$ cat src/rtl/sum_requester.sv
// Initiator for a start/valid adder responder: buffers operand pairs, issues them
// one at a time, and returns the sum with mismatch and timeout flags.
module sum_requester #(
  parameter int unsigned W       = 20,
  parameter int unsigned DEPTH   = 4,
  parameter int unsigned TIMEOUT = 8
) (
  input  logic         clk,
  input  logic         rst_n,
  input  logic         op_valid,
  output logic         op_ready,
  input  logic [W-1:0] op_a,
  input  logic [W-1:0] op_b,
  output logic         start,
  output logic [W-1:0] a,
  output logic [W-1:0] b,
  input  logic [W-1:0] y,
  input  logic         valid,
  output logic         res_valid,
  input  logic         res_ready,
  output logic [W-1:0] res_sum,
  output logic         res_mismatch,
  output logic         res_timeout,
  output logic [7:0]   spurious_cnt
);

  localparam int unsigned AW = $clog2(DEPTH);
  localparam int unsigned CW = AW + 1;
  localparam int unsigned TW = $clog2(TIMEOUT + 1);

  typedef enum logic [1:0] {IDLE, WAIT, HOLD} state_t;

  state_t         state;
  logic [TW-1:0]  timer;
  logic [W-1:0]   mem_a [DEPTH];
  logic [W-1:0]   mem_b [DEPTH];
  logic [AW-1:0]  wr_ptr;
  logic [AW-1:0]  rd_ptr;
  logic [CW-1:0]  count;
  logic [CW-1:0]  count_next;
  logic           push;
  logic           pop;
  logic           spurious_hit;
  logic [W-1:0]   sum_ab;

  assign push   = op_valid && op_ready;
  assign pop    = (state == IDLE) && (count != '0);
  assign sum_ab = a + b;

  // A valid is only expected from the second WAIT edge onward.
  assign spurious_hit = valid && ((state == IDLE) || (state == HOLD) ||
                                  ((state == WAIT) && (timer == '0)));

  always_comb begin
    count_next = count;
    case ({push, pop})
      2'b10:   count_next = count + CW'(1);
      2'b01:   count_next = count - CW'(1);
      default: count_next = count;
    endcase
  end

  // Operand FIFO pointers and occupancy; op_ready tracks next-cycle fullness.
  always_ff @(posedge clk or negedge rst_n) begin
    if (!rst_n) begin
      wr_ptr   <= '0;
      rd_ptr   <= '0;
      count    <= '0;
      op_ready <= 1'b0;
    end else begin
      if (push) wr_ptr <= wr_ptr + AW'(1);
      if (pop)  rd_ptr <= rd_ptr + AW'(1);
      count    <= count_next;
      op_ready <= (count_next != CW'(DEPTH));
    end
  end

  always_ff @(posedge clk) begin
    if (push) begin
      mem_a[wr_ptr] <= op_a;
      mem_b[wr_ptr] <= op_b;
    end
  end

  // Request/response sequencer with registered outputs.
  always_ff @(posedge clk or negedge rst_n) begin
    if (!rst_n) begin
      state        <= IDLE;
      timer        <= '0;
      start        <= 1'b0;
      a            <= '0;
      b            <= '0;
      res_valid    <= 1'b0;
      res_sum      <= '0;
      res_mismatch <= 1'b0;
      res_timeout  <= 1'b0;
      spurious_cnt <= '0;
    end else begin
      if (spurious_hit && (spurious_cnt != 8'hFF))
        spurious_cnt <= spurious_cnt + 8'd1;
      case (state)
        IDLE: begin
          if (count != '0) begin
            a     <= mem_a[rd_ptr];
            b     <= mem_b[rd_ptr];
            start <= 1'b1;
            timer <= '0;
            state <= WAIT;
          end
        end
        WAIT: begin
          start <= 1'b0;
          if (valid && (timer != '0)) begin
            res_sum      <= y;
            res_mismatch <= (y != sum_ab);
            res_timeout  <= 1'b0;
            res_valid    <= 1'b1;
            state        <= HOLD;
          end else if ((timer + TW'(1)) == TW'(TIMEOUT)) begin
            res_sum      <= '0;
            res_mismatch <= 1'b0;
            res_timeout  <= 1'b1;
            res_valid    <= 1'b1;
            state        <= HOLD;
          end else begin
            timer <= timer + TW'(1);
          end
        end
        HOLD: begin
          if (res_ready) begin
            res_valid <= 1'b0;
            state     <= IDLE;
          end
        end
        default: state <= IDLE;
      endcase
    end
  end

endmodule

$ cat config.mk
export PLATFORM = sky130hd
export DESIGN_NAME = sum_requester
export DESIGN_NICKNAME = d
export VERILOG_FILES = /design/src/rtl/sum_requester.sv
export SDC_FILE = /design/constraint.sdc
export NUM_CORES = 1
export LEC_CHECK = 0
export CAP_MARGIN = 40
export CORE_MARGIN = 2
export CORE_UTILIZATION = 45
export CTS_CLUSTER_DIAMETER = 150
export DETAILED_ROUTE_END_ITERATION = 8
export PLACE_DENSITY = 0.74
export SYNTH_ARGS = -nofsm -noshare
export SYNTH_HDL_FRONTEND = slang
export SYNTH_SLANG_ARGS = --single-unit
$ cat constraint.sdc
create_clock -name clk -period 2.9 [get_ports clk]
set_input_delay 0.435 -clock clk [delete_from_list [all_inputs] [get_ports clk]]
set_output_delay 0.435 -clock clk [all_outputs]
set_load 0.1 [all_outputs]
==> results.toml, run 1 <==
[clock_tree]
root_buffer = "clkbuf_16"
clock_path_buffers = 3
cts_tree = "yes"
cts_made_buffers = 26
clkSlewWorstSetupHoldPaths_ps = 60
htreeDepth = 1
cts_num_sinks = 246
post_cts_buffers = 0
clkLatencyLatePin_ps = 530

[synthesis]
async_flop_share = 0.350
seq_area_frac_synth = 0.641
synth_edf_count = 160
postSynthCellCount = 806
ys_seq_elements = 246
netlist_area_um2 = 10900
syn-num-nets = 903
synthDistinctLibCells = 62
syn_area_per_cell_um2 = 13.5
ys.flop_type = "edfxtp_1"
yosys_warnings = 0

[place]
placed_area_um2 = 12500
port_buffers = 137
dp_slack_ps = 230
gp_congestion = 0.838
dpl.hpwl_um = 16800

[die]
die_area_um2 = 25400
coreArea_um2 = 23500
num_rows = 56
pin_count = 138
die_w_um = 159
start_util = 0.461
die_height_um = 159

[grt]
grt_start_max_net_pins = 45
antenna_found_initial = 0
grtUsageTotal = 0.190
grt_pass1_vias = 6832
grt.overflow.total = 0
grt_pass1_wl_um = 38200

[routing]
wire_per_inst_um = 18.9
initialDrtViolationCount = 415
ant_nets = 0
drc = 0
routed_via_density = 5.30
drt_wl_total_um = 24300
vias = 6827
first_pass_iters = 5

[critical_path]
startpoint_type = "flop"
crit_required_ps = 3320
cp_max_fo = 3
cp-end-kind = "flop"
cp.arrival_ps = 3130
path_class = "reg2reg"

[sta]
setup_viol = 0
fin_crit_ps = 2710
relSlewSlack = 0.645
whs_ps = 409
post-route-period-util = 0.935
setup_slack_ps = 188
hold_violations = 0
finalSetupTns_ps = 0
worst_pin_slew_ps = 527
drv_slew = 0
fin_worst_skew_ps = 12.0
fmax_mhz = 369
rsz0062_at_grt = "false"

[finish]
layout-drive-gt1-share = 0.191
fin_nets = 1048
seq_area_um2 = 6970
area_delta_synth_final_pct = 22.7
fillCellCount = 1927
final_common_cell = "nand2_1"
final_cell_area_um2 = 13300
layout_common_cells = "190 x nand2_1, 160 x edfxtp_1, 82 x buf_4, 77 x dfrtp_1, 63 x clkdlybuf4s50_1"
multiInputGateArea_um2 = 3680
n_antenna_cell = 0

[run_status]
status = "finished, final reports clean"

[hold_path]
hold_path_class = "in2async"

[job]
maxCapViolCount = 0
cell families (layout without fill, tap and decap cells):
group / after synthesis / in the layout / synth area share
AOI/OAI and AO/OA: 123 / 123 / 0.0752
xor gates and xnor gates: 38 / 38 / 0.0314
adders and majority gates: 32 / 32 / 0.0383
buffers and inverters: 55 / 219 / 0.0211
DFF: 246 / 246 / 0.641
muxes: 44 / 44 / 0.0868
and+or+nand+nor: 268 / 268 / 0.106
final timing paths:
check	from	to	slack, ps	depth (start not counted)
worst max-delay path	a[0]	res_mismatch	190	11
worst min-delay path	rst_n	wr_ptr[1]	410	2
worst max register to register	a[0]	res_mismatch	190	11
worst min register to register	res_valid	res_valid	490	2
max in group asynchronous	rst_n	res_sum[7]	1730	3
min in group clk	res_valid	res_valid	490	2
per-stage QoR:
step | utilization | cells
after floorplan | - | 806
after global placement | 0.530 | 1241
after detailed placement | 0.530 | 1241
after CTS | 0.565 | 1289
after global routing | 0.566 | 1289
final | 0.566 | 1289
Yosys cell counts (3+ instances only):
library cell	count	area share
o21ai_0	42	0.019
inv_1	19	0.0066
edfxtp_1	160	0.44
dfrtp_1	86	0.20
a31oi_1	3	0.0017
and3_1	11	0.0063
buf_1	8	0.0028
nand2_1	190	0.066
clkbuf_1	14	0.0048
ha_1	30	0.035
mux2i_1	3	0.0028
nand4_1	11	0.0063
o21a_1	3	0.0021
a211oi_1	3	0.0021
xor2_1	12	0.0097
or3_1	3	0.0017
xnor2_1	25	0.020
nor2_1	16	0.0055
a22o_1	3	0.0024
nor2b_1	3	0.0017
nand2b_1	5	0.0029
o211ai_1	3	0.0021
nand3_1	10	0.0046
buf_2	12	0.0055
a21oi_1	27	0.012
nor3_1	9	0.0042
mux4_2	40	0.083
o21bai_1	5	0.0035
a21o_1	7	0.0048
layer usage:
layer | wire, µm | share of wire | track usage | vias to the layer above
met5 | 0 | 0 | 0 | -
met4 | 700 | 0.029 | 0.0574 | 0
met3 | 1440 | 0.059 | 0.0370 | 36
met2 | 11400 | 0.47 | 0.303 | 201
met1 | 10700 | 0.44 | 0.268 | 3333
li1 | - | - | - | 3257
flip-flops by register name, indices dropped and copies added, names as in the netlist:
register      cells
count             3
op_ready          1
res_sum          20
start             1
mem_b            80
spurious_cnt      8
res_mismatch      1
rd_ptr            2
b                20
res_valid         1
mem_a            80
res_timeout       1
a                20
timer             4
state             2
wr_ptr            2
area by class of cell:
| class | instances | share of cell area |
|---|---|---|
| Inverter | 20 | 0.00564 |
| Multi-Input combinational cell | 505 | 0.276 |
| Tap cell | 319 | 0.0300 |
| Clock inverter | 15 | 0.0107 |
| Sequential cell | 246 | 0.523 |
| Clock buffer | 32 | 0.0506 |
| Timing Repair Buffer | 152 | 0.103 |
critical path, stage by stage (launching register included):
cell and delay [ps]:
dfrtp_2 380, ha_1 190, inv_1 60, fa_1 400
nor2b_1 180, o211ai_1 180, a21boi_2 220, o21ai_0 110
and3_1 160, a311o_1 310, nor4_1 320, nor2_1 70
timing repair:
item	CTS	global route
gates resized for setup	0	2
endpoints found under the hold margin	35	0
setup endpoints to repair	0	1
hold buffers	1	0
Power of run 1 is not shown: default switching activity piles up to over one toggle a cycle in this logic, so the estimate is an artifact.
==> run 2: changes to the inputs <==
--- a/config.mk
+++ b/config.mk
@@ -5,12 +5,13 @@
 export SDC_FILE = /design/constraint.sdc
 export NUM_CORES = 1
 export LEC_CHECK = 0
-export CAP_MARGIN = 40
+export CAP_MARGIN = 0
 export CORE_MARGIN = 2
 export CORE_UTILIZATION = 45
 export CTS_CLUSTER_DIAMETER = 150
 export DETAILED_ROUTE_END_ITERATION = 8
 export PLACE_DENSITY = 0.74
+export SKIP_CTS_REPAIR_TIMING = 1
 export SYNTH_ARGS = -nofsm -noshare
 export SYNTH_HDL_FRONTEND = slang
 export SYNTH_SLANG_ARGS = --single-unit
==> results.toml, run 2 (synthesized netlist as in run 1, its figures left out) <==
[run_status]
status = "finished, final reports clean"

[clock_tree]
clkSlewWorstSetupHoldPaths_ps = 60
cts_tree = "yes"
root_buffer = "clkbuf_16"
cts_num_sinks = 246
clock_path_buffers = 3
cts_made_buffers = 26
clkLatencyLatePin_ps = 530
htreeDepth = 1

[critical_path]
cp.arrival_ps = 3130
r2r_slack_ps = 190
startpoint_type = "flop"
path_class = "reg2reg"
timing.rr.start = "a[0]"
reg2reg_to = "res_mismatch"
crit_required_ps = 3320
r2r_cells = 11
cp_max_fo = 3
cp-end-kind = "flop"

[sta]
setup_viol = 0
fmax_mhz = 369
fin_worst_skew_ps = 12.0
fin_crit_ps = 2710
post-route-period-util = 0.935
drv_slew = 0
finalSetupTns_ps = 0
relSlewSlack = 0.645
hold_violations = 0
worst_pin_slew_ps = 527
rsz0062_at_grt = "false"

[hold_path]
hold_path_class = "in2async"

[die]
die_area_um2 = 25400
num_rows = 56
pin_count = 138
coreArea_um2 = 23500
die_height_um = 159
die_w_um = 159
start_util = 0.461

[finish]
n_antenna_cell = 0
final_common_cell = "nand2_1"
layout-drive-gt1-share = 0.191
layout_common_cells = "190 x nand2_1, 160 x edfxtp_1, 82 x buf_4, 77 x dfrtp_1, 63 x clkdlybuf4s50_1"
fillCellCount = 1928
area_delta_synth_final_pct = 22.7
layout.cells.non_filler = 1289
reg.largest.list = "mem_a: 80 flops, mem_b: 80 flops"
fin_nets = 1048

[grt]
grt_start_max_net_pins = 45
grtUsageTotal = 0.190
antenna_found_initial = 0
grt_pass1_vias = 6827
grt_pass1_wl_um = 38200
grt.overflow.total = 0

[routing]
vias = 6827
routed_via_density = 5.30
first_pass_iters = 5
drt_wl_total_um = 24300
drc = 0
initialDrtViolationCount = 415
ant_nets = 0
wire_per_inst_um = 18.9

[place]
dpl.hpwl_um = 16800
gp_congestion = 0.838
port_buffers = 137
dp_cells = 1241

[job]
maxCapViolCount = 0
-- run 2: how the worst max path moves through the flow --
stage,startpoint,to,cells after the start
3_5_place_dp,y[16],res_mismatch,9
5_1_grt,a[0],res_mismatch,11
6_report,a[0],res_mismatch,11
3_3_place_gp,a[0],res_mismatch,11
2_1_floorplan,b[16],res_mismatch,10
4_1_cts,a[0],res_mismatch,11
-- run 2: layer usage --
layer	vias up	share of wire	global-route usage
met5	-	0	0
li1	3257	-	-
met1	3333	0.44	0.268
met2	201	0.47	0.303
met4	0	0.029	0.0574
met3	36	0.059	0.0370
-- run 2: cell type report --
cell class / count / area, µm² / share of cell area
inverter: 20 / 75.1 / 0.00564
timing repair buffer: 152 / 1380 / 0.103
multi-input combinational: 505 / 3680 / 0.276
clock buffer: 32 / 673 / 0.0506
sequential: 246 / 6970 / 0.523
clock inverter: 15 / 143 / 0.0107
tap: 319 / 399 / 0.0300
-- run 2: worst max-delay path, stage by stage (launching register included) --
cell and delay [ps]:
dfrtp_2 380, ha_1 190, inv_1 60, fa_1 400, nor2b_1 180, o211ai_1 180, a21boi_2 220, o21ai_0 110
and3_1 160, a311o_1 310, nor4_1 320, nor2_1 70
-- run 2: through the flow --
stage | hold slack (ps) | cell area, µm² | utilization | setup WS (ps)
4_1_cts | -142 | 13300 | 0.565 | 222
2_1_floorplan | 139 | 10900 | - | 0.993
5_1_grt | 449 | 13300 | 0.566 | 26.6
3_5_place_dp | 434 | 12500 | 0.530 | 230
3_3_place_gp | 433 | 12500 | 0.530 | 309
6_report | 409 | 13300 | 0.566 | 188
Power of run 2 is left out for the same reason.
